===== src/rtl/freq_div_pkg.sv =====
// Shared defaults, channel update actions and the high-time rule for the
// programmable frequency divider.
package freq_div_pkg;

    localparam int DEF_CNT_W   = 8;
    localparam int DEF_DIV_VAL = 4;

    typedef enum logic [1:0] {
        ACT_HOLD,
        ACT_ADVANCE,
        ACT_WRAP,
        ACT_DIRECT
    } ch_action_t;

    // High time of a period of d cycles: ceil(d/2)
    function automatic int unsigned hi_time(input int unsigned d);
        return (d + 32'd1) >> 1;
    endfunction

endpackage


===== src/rtl/freq_div_ch.sv =====
// One divider channel: active divisor, shadow divisor and phase counter, with
// registered clk_out/tick computed from the next-state counter.
module freq_div_ch
    import freq_div_pkg::*;
#(
    parameter int CNT_W   = DEF_CNT_W,
    parameter int DEF_DIV = DEF_DIV_VAL
) (
    input  logic             clk,
    input  logic             reset_ah_in,
    input  logic             en,
    input  logic             div_load,
    input  logic [CNT_W-1:0] div_in,
    output logic             clk_out,
    output logic             tick,
    output logic             pending
);

    logic [CNT_W-1:0] d, s, cnt;
    logic [CNT_W-1:0] d_nxt, s_nxt, cnt_nxt;
    logic             pend_nxt, tick_nxt, clk_nxt, advanced, at_end;
    ch_action_t       action;

    // A disabled channel, or a stopped channel parked on its last phase, has
    // no running period to protect, so a load takes effect at once.
    always_comb begin
        at_end   = (d != '0) && (cnt == d - CNT_W'(1));
        action   = ACT_HOLD;
        d_nxt    = d;
        s_nxt    = s;
        cnt_nxt  = cnt;
        pend_nxt = pending;
        advanced = 1'b0;

        if ((d == '0) || (!en && at_end)) begin
            if (div_load) action = ACT_DIRECT;
        end else if (en) begin
            action = at_end ? ACT_WRAP : ACT_ADVANCE;
        end

        if (div_load) s_nxt = div_in;

        case (action)
            ACT_DIRECT: begin
                d_nxt    = div_in;
                cnt_nxt  = (div_in == '0) ? '0 : div_in - CNT_W'(1);
                pend_nxt = 1'b0;
            end
            ACT_ADVANCE: begin
                cnt_nxt  = cnt + CNT_W'(1);
                advanced = 1'b1;
                if (div_load) pend_nxt = 1'b1;
            end
            ACT_WRAP: begin
                cnt_nxt  = '0;
                advanced = 1'b1;
                pend_nxt = 1'b0;
                if (div_load)     d_nxt = div_in;
                else if (pending) d_nxt = s;
            end
            default: begin
                if (div_load) pend_nxt = 1'b1;
            end
        endcase

        tick_nxt = advanced && (cnt_nxt == '0) && (d_nxt != '0);
        clk_nxt  = (d_nxt != '0) && (32'(cnt_nxt) < hi_time(32'(d_nxt)));
    end

    always_ff @(posedge clk or negedge reset_ah_in) begin
        if (!reset_ah_in) begin
            d       <= CNT_W'(DEF_DIV);
            s       <= CNT_W'(DEF_DIV);
            cnt     <= CNT_W'(DEF_DIV - 1);
            pending <= 1'b0;
            tick    <= 1'b0;
            clk_out <= 1'b0;
        end else begin
            d       <= d_nxt;
            s       <= s_nxt;
            cnt     <= cnt_nxt;
            pending <= pend_nxt;
            tick    <= tick_nxt;
            clk_out <= clk_nxt;
        end
    end

endmodule


===== src/rtl/freq_div_prog.sv =====
// Multi-channel programmable frequency divider; each channel is an independent
// freq_div_ch. Outputs are clock enables / divided levels, never clocks.
module freq_div_prog
    import freq_div_pkg::*;
#(
    parameter int NCH     = 2,
    parameter int CNT_W   = DEF_CNT_W,
    parameter int DEF_DIV = DEF_DIV_VAL
) (
    input  logic                 clk,
    input  logic                 reset_ah_in,
    input  logic                 en,
    input  logic [NCH-1:0]       div_load,
    input  logic [NCH*CNT_W-1:0] div_in,
    output logic [NCH-1:0]       clk_out,
    output logic [NCH-1:0]       tick,
    output logic [NCH-1:0]       pending
);

    for (genvar i = 0; i < NCH; i++) begin : g_ch
        freq_div_ch #(
            .CNT_W  (CNT_W),
            .DEF_DIV(DEF_DIV)
        ) u_ch (
            .clk        (clk),
            .reset_ah_in(reset_ah_in),
            .en         (en),
            .div_load   (div_load[i]),
            .div_in     (div_in[i*CNT_W +: CNT_W]),
            .clk_out    (clk_out[i]),
            .tick       (tick[i]),
            .pending    (pending[i])
        );
    end

endmodule


===== config.mk =====
export PLATFORM = sky130hd
export DESIGN_NAME = freq_div_prog
export DESIGN_NICKNAME = d
export VERILOG_FILES = /design/src/rtl/freq_div_pkg.sv /design/src/rtl/freq_div_ch.sv /design/src/rtl/freq_div_prog.sv
export SDC_FILE = /design/constraint.sdc
export NUM_CORES = 1
export LEC_CHECK = 0
export ABC_AREA = 0
export BUFFER_PORTS_ARGS = -buffer_cell sky130_fd_sc_hd__buf_2
export CELL_PAD_IN_SITES_DETAIL_PLACEMENT = 1
export CELL_PAD_IN_SITES_GLOBAL_PLACEMENT = 1
export CORE_MARGIN = 4
export CORE_UTILIZATION = 28
export DETAILED_ROUTE_END_ITERATION = 7
export GPL_ROUTABILITY_DRIVEN = 0
export PLACE_DENSITY = 0.64
export SYNTH_ARGS = -nofsm -noshare
export SYNTH_HDL_FRONTEND = slang
export SYNTH_SLANG_ARGS = --single-unit

===== constraint.sdc =====
create_clock -name clk -period 5.3 [get_ports clk]
set_input_delay 0.795 -clock clk [delete_from_list [all_inputs] [get_ports clk]]
set_output_delay 0.795 -clock clk [all_outputs]
set_load 0.02 [all_outputs]

=== After elaboration in Yosys (flattened, before gate mapping) ===
Index checks and enable logic that the tools add are counted.

* Register bits: 54
* Input port bits: 21
* Output and inout port bits: 6
* Word-level logic and storage cells: 83

* $add $sub $neg: 8
* Magnitude comparators: 2
* Eq/ne operators: 8
* Muxes and demuxes: 24
* Reduce and logical (&&, ||, !) cells: 29

{| class="wikitable"
|+ Operators by type and width
! kind !! number
|-
| $lt A8 B31 Y1 || 2
|-
| $logic_not A8 Y1 || 6
|-
| $mux W8 || 6
|-
| $pmux W8 S3 || 2
|-
| $pmux W8 S2 || 2
|-
| $reduce_bool A8 Y1 || 4
|-
| $sub A8 B1 Y8 const B || 4
|-
| $add A8 B1 Y9 const B || 2
|-
| $add A8 B1 Y8 const B || 2
|-
| $eq A8 B8 Y1 || 2
|-
| $mux W2 || 8
|-
| $logic_and A1 B1 Y1 || 10
|-
| $eq A2 B2 Y1 const B || 4
|-
| $reduce_or A2 Y1 || 4
|-
| $mux W1 || 6
|-
| $eq A2 B1 Y1 const B || 2
|-
| $reduce_bool A2 Y1 || 2
|-
| $logic_or A1 B1 Y1 || 2
|-
| $logic_not A1 Y1 || 1
|}

=== Logic depth before layout (Yosys ltp) ===
* Depth after elaboration: 11
* Mapped depth: 24
* Gate-level depth less buffers: 23

=== Cells and area by module ===
From an unflattened synthesis, not the netlist that was laid out.

* Cell total of the unflattened synthesis: 460
* Area total of the unflattened synthesis: 4,284.1 sq um

{| class="wikitable"
|+ Modules (own cells, without submodules)
! module !! times used !! cells each !! area each (sq um) !! sequential area each (sq um)
|-
| freq_div_ch || 2 || 230 || 2,142.1 || 680.7
|}

=== Worst setup path after synthesis ===
No wires, ideal clock.

* Path type: reg2reg
* Start point: reg g_ch[1].u_ch.d[3]
* End point: reg g_ch[1].u_ch.clk_out
* Library setup time: 0.086 ns
* Data arrival time: 4.491 ns
* Data required time: 5.214 ns
* Slack: 0.723 ns
* Cell stages (with the launch flop): 22
* Path buffers: 0
* Period minus slack after synthesis: 4.577 ns
* Cells stage by stage: dfrtp_1 or4_1 nor2b_1 xnor2_1 a2111oi_0 nand3_1 o311a_1 ha_1 a21o_1 a22o_1 a21oi_1 inv_1 ha_1 and3_1 nand3_1 xor2_1 ha_1 a21oi_1 nor2b_1 o21ai_0 nand2_1 nor3_1

* Cells in the longest elaborated chain, start to end: 11

{| class="wikitable"
|+ RTL lines
! element !! line !! text
|-
| from (decl) || freq_div_ch.sv:19 || <nowiki>logic [CNT_W-1:0] d, s, cnt;</nowiki>
|-
| from (signal assigned) || freq_div_ch.sv:72 || <nowiki>d <= CNT_W'(DEF_DIV);</nowiki>
|-
| from (signal assigned) || freq_div_ch.sv:79 || <nowiki>d <= d_nxt;</nowiki>
|-
| $sub A8 B1 Y8 || freq_div_ch.sv:27 || <nowiki>at_end = (d != '0) && (cnt == d - CNT_W'(1));</nowiki>
|-
| $eq A8 B8 Y1 || freq_div_ch.sv:27 ||
|-
| $logic_and A1 B1 Y1 || freq_div_ch.sv:27 ||
|-
| $mux W2 / $logic_and A1 B1 Y1 (equally long branches) || freq_div_ch.sv:38, freq_div_ch.sv:35 ||
|-
| $mux W2 / $logic_or A1 B1 Y1 (equally long branches) || freq_div_ch.sv:37, freq_div_ch.sv:35 ||
|-
| $mux W2 * || freq_div_ch.sv:35 || <nowiki>if ((d == '0) || (!en && at_end)) begin</nowiki>
|-
| $eq A2 B2 Y1 || freq_div_ch.sv:43 || <nowiki>case (action)</nowiki>
|-
| $pmux W8 S2 * || freq_div_ch.sv:43 ||
|-
| via g_ch[1].u_ch.d_nxt[0] || freq_div_ch.sv:20 || <nowiki>logic [CNT_W-1:0] d_nxt, s_nxt, cnt_nxt;</nowiki>
|-
| $add A8 B1 Y9 || freq_div_pkg.sv:17 || <nowiki>return (d + 32'd1) >> 1;</nowiki>
|-
| $lt A8 B31 Y1 || freq_div_ch.sv:67 || <nowiki>clk_nxt = (d_nxt != '0) && (32'(cnt_nxt) < hi_time(32'(d_nxt)));</nowiki>
|-
| $logic_and A1 B1 Y1 * || freq_div_ch.sv:67 ||
|-
| via g_ch[1].u_ch.clk_nxt || freq_div_ch.sv:21 || <nowiki>logic pend_nxt, tick_nxt, clk_nxt, advanced, at_end;</nowiki>
|-
| to (signal assigned) || freq_div_ch.sv:84 || <nowiki>clk_out <= clk_nxt;</nowiki>
|-
| to (decl) || freq_div_ch.sv:14 || <nowiki>output logic clk_out,</nowiki>
|}

The timed path passes the listed nets; every way through them passes the cells marked *.
A chain may end at the register's enable or synchronous reset.

=== Worst setup path after layout ===
* Start point: reg g_ch[1].u_ch.d[0]
* End point: reg g_ch[1].u_ch.clk_out

* Cells in the longest elaborated chain, start to end: 11

{| class="wikitable"
|+ RTL lines
! element !! line
|-
| $sub A8 B1 Y8 || freq_div_ch.sv:27
|-
| $eq A8 B8 Y1 || freq_div_ch.sv:27
|-
| $logic_and A1 B1 Y1 || freq_div_ch.sv:27
|-
| $mux W2 / $logic_and A1 B1 Y1 (equally long branches) || freq_div_ch.sv:38, freq_div_ch.sv:35
|-
| $mux W2 / $logic_or A1 B1 Y1 (equally long branches) || freq_div_ch.sv:37, freq_div_ch.sv:35
|-
| $mux W2 || freq_div_ch.sv:35
|-
| $eq A2 B2 Y1 || freq_div_ch.sv:43
|-
| $pmux W8 S2 * || freq_div_ch.sv:43
|-
| via g_ch[1].u_ch.d_nxt[0] || freq_div_ch.sv:20
|-
| $add A8 B1 Y9 || freq_div_pkg.sv:17
|-
| $lt A8 B31 Y1 || freq_div_ch.sv:67
|-
| $logic_and A1 B1 Y1 * || freq_div_ch.sv:67
|-
| via g_ch[1].u_ch.clk_nxt || freq_div_ch.sv:21
|}

Marks and branches as above.

==> impl_metrics.tcl <==
set metrics [dict create \
    dr_total_vias 3912 \
    pin_count 27 \
    holdCritStartpoint "g_ch[1].u_ch.s[3]" \
    cts_hold_repair.buffers 0 \
    run_status "complete, no violations" \
    wl_um 13200 \
    portBuffers 26 \
    grt_antenna_before_repair 0 \
    synth_enable_flop_cells 0 \
    antenna_cells 0 \
    cts_root_buffer "sky130_fd_sc_hd__clkbuf_16" \
    timing.final.crit_period_ps 4860 \
    tritoncts "done" \
    cp-start-kind "flop" \
    total_overflow_reported_by_the_global_router 0 \
    hpwlAfterDp_um 10300 \
    synth_top_flop_cell "sky130_fd_sc_hd__dfrtp_1" \
    drt_first_iter_violations 161 \
    htree_num_levels 2 \
    clk_latency_ps 290 \
    final.period_utilization_pct 91.6 \
    synth_top_area_cell "sky130_fd_sc_hd__dfrtp_1" \
    via_count_of_the_first_global_routing_pass 4099 \
    worst_pin_slew_ps 746 \
    grt_pass1_wl_um 21700 \
    viasPerCell 5.39 \
    syn_area_mm2 0.00445 \
    setup_clock_skew_after_layout_ps 6.01 \
    post_cts.repair.setup_buffers 0 \
    power_per_cell_area_mw_per_mm2 533 \
    cp.arrival_ps 5070 \
    synthesis.nets 548 \
    register_bit_count_reported_by_yosys 54 \
    post_cts.resized_instances 0 \
    clock-sinks 54 \
    cellLeakagePower_nw 2.16 \
    r2r_start "g_ch[1].u_ch.d[0]" \
    start_util_pct 28.9 \
    fmaxAchievable_ghz 0.206 \
    synth.top_cell.area_share_pct 25.9 \
    syn_inst 493 \
    setup.worst_path.start "g_ch[1].u_ch.d[0]" \
    clkTransAtPathRegs_ps 70 \
    fraction_of_registers_with_async_set_or_reset_after_synthesis_pct 100 \
    drtPass1Iterations 4 \
    dieArea_mm2 0.0180 \
    largest_net_degree_at_the_start_of_global_routing 55 \
    synth-seq-area-share_pct 30.6 \
    cts_made_buffers 5 \
    critical_path_peak_fanout 8 \
    overall_die_height_um 134 \
    drtAntennaViolNets 0 \
    die_width_um 134 \
    hold_crit_class "reg -> reg" \
    required_ps 5510 \
    post_drt_wl_per_cell_um 18.2 \
    ir_drop_mv 0.279 \
    relative_slew_slack_pct 50.3 \
    max_cap_violations 0 \
    post-route-drc-count 0 \
    coreArea_mm2 0.0154 \
    avgSynthCellArea_um2 9.02 \
    fin_tns_setup_ps 0 \
    yosysWarningCount 0 \
    cp-end-kind "flop" \
    clock_tree.buffer_depth 2 \
    finalHoldViolCount 0 \
    report.final.setup_viol 0 \
    globalRouteTotalUtil_pct 14.9 \
    final_max_slew_viol_count 0 \
    final_net_count 569 \
    postLayoutCoreUtil_pct 32.6 \
    setup.worst_path.class "reg -> reg" \
    syn2layout_area_growth_pct 12.6 \
    netlist-cell-type-count 68 \
    synth.area.top_cells "sky130_fd_sc_hd__dfrtp_1, sky130_fd_sc_hd__ha_1, sky130_fd_sc_hd__dfstp_2, sky130_fd_sc_hd__mux2_2, sky130_fd_sc_hd__xnor2_1" \
    num_rows 45 \
    final_layout_size_suffix_gt1_share_pct 19.4 \
]
==> placed cells by master (no fill, tap or decap), drive strengths merged, types with 3 or more instances in the layout <==
master  count
nand4       5
clkbuf      7
or3         4
a21oi      15
dfstp       8
mux2i       5
o31ai       4
a211o       6
nor3b       5
nand3      19
nand2b     16
a211oi      7
mux2       18
buf        40
nand2      38
or4         9
o221ai      4
a22o        4
a21o       14
nor2       20
nor3       20
xnor2      20
nand3b      3
nor4       10
a32oi       5
ha         34
inv        22
nor2b      11
or3b        8
o21ai      26
and3        5
o211ai      3
dfrtp      46
a221o       4
xor2       14
==> stage by stage <==
step | worst slack [ps] | power, mW | hold WS [ps] | cell area (µm²) | cells
2_1_floorplan | 723 | 1.79 | 473 | 4450 | 493
5_1_grt | -19.5 | 2.91 | 530 | 5000 | 726
3_3_place_gp | 411 | 2.19 | 484 | 4810 | 718
3_5_place_dp | 103 | 2.26 | 493 | 4810 | 718
6_report | 443 | 2.67 | 506 | 5000 | 726
4_1_cts | 71.3 | 2.67 | 511 | 4980 | 726
==> layout make-up <==
type,count,area [µm²]
multi-input combinational,391,2890
inverter,22,82.6
clock inverter,1,30.0
fill,1825,10400
clock buffer,7,143
tap,211,264
sequential,54,1360
timing repair buffer,40,235
==> synthesized netlist by cell type (all sizes together) (6+ instances only) <==
| cell | n |
|---|---|
| inv | 22 |
| a21oi | 15 |
| nand2b | 16 |
| nand3 | 19 |
| a21o | 14 |
| or4 | 9 |
| ha | 34 |
| a211oi | 7 |
| dfstp | 8 |
| buf | 12 |
| mux2 | 18 |
| o21ai | 26 |
| nand2 | 38 |
| nor2b | 11 |
| nor3 | 20 |
| clkbuf | 14 |
| xnor2 | 20 |
| nor4 | 10 |
| a211o | 6 |
| xor2 | 14 |
| dfrtp | 46 |
| nor2 | 20 |
| or3b | 8 |
==> layer usage <==
layer / vias to the layer above / wire, µm / GRT usage (%)
met2: 48 / 6950 / 28.2
met5: - / 0 / 0
met1: 2002 / 5820 / 18.3
met3: 6 / 313 / 2.14
li1: 1856 / - / -
met4: 0 / 98 / 2.06
==> flip-flops by register name, indices dropped and copies added (netlist names) <==
signal             cells
g_ch.u_ch.clk_out      2
g_ch.u_ch.cnt         16
g_ch.u_ch.tick         2
g_ch.u_ch.pending      2
g_ch.u_ch.s           16
g_ch.u_ch.d           16
==> worst paths after layout <==
check | endpoint | slack (ps) | depth (start not counted)
max in group asynchronous | g_ch[0].u_ch.s[7] | 4160 | 2
max | g_ch[1].u_ch.clk_out | 440 | 23
min in group asynchronous | g_ch[1].u_ch.clk_out | 650 | 2
min | g_ch[1].u_ch.s[3] | 510 | 1
min reg2reg | g_ch[1].u_ch.s[3] | 510 | 1
max reg2reg | g_ch[1].u_ch.clk_out | 440 | 23
==> power breakdown <==
| group | total, mW | internal (mW) | switching, mW |
|---|---|---|---|
| registers | 0.731 | 0.549 | 0.182 |
| clock network | 0.390 | 0.237 | 0.153 |
| logic | 1.55 | 0.673 | 0.875 |
==> kinds of logic after synthesis <==
family          synth area share (%)
mux                             5.69
flops                           30.6
buf+inv                         4.93
fa+ha+maj                       9.79
simple gates                    22.4
compound gates                  19.9
xor+xnor                        6.70
==> worst max-delay path: stages (launching register included) <==
cell,delay (ps)
sky130_fd_sc_hd__dfrtp_1,420
sky130_fd_sc_hd__inv_1,60
sky130_fd_sc_hd__ha_1,230
sky130_fd_sc_hd__xor2_1,200
sky130_fd_sc_hd__xnor2_1,140
sky130_fd_sc_hd__nand3_1,110
sky130_fd_sc_hd__a2111oi_2,430
sky130_fd_sc_hd__nand3_2,190
sky130_fd_sc_hd__o311a_1,360
sky130_fd_sc_hd__ha_2,250
sky130_fd_sc_hd__a21o_1,260
sky130_fd_sc_hd__a22o_1,250
sky130_fd_sc_hd__a21oi_1,180
sky130_fd_sc_hd__inv_1,120
sky130_fd_sc_hd__ha_1,240
sky130_fd_sc_hd__and3_1,190
sky130_fd_sc_hd__nand3_1,90
sky130_fd_sc_hd__xor2_1,160
sky130_fd_sc_hd__ha_1,270
sky130_fd_sc_hd__a21oi_1,160
sky130_fd_sc_hd__nor2b_1,60
sky130_fd_sc_hd__o21ai_0,160
sky130_fd_sc_hd__nand2_1,90
sky130_fd_sc_hd__nor3_1,170
No activity file was read; power rests on OpenSTA's default activity.
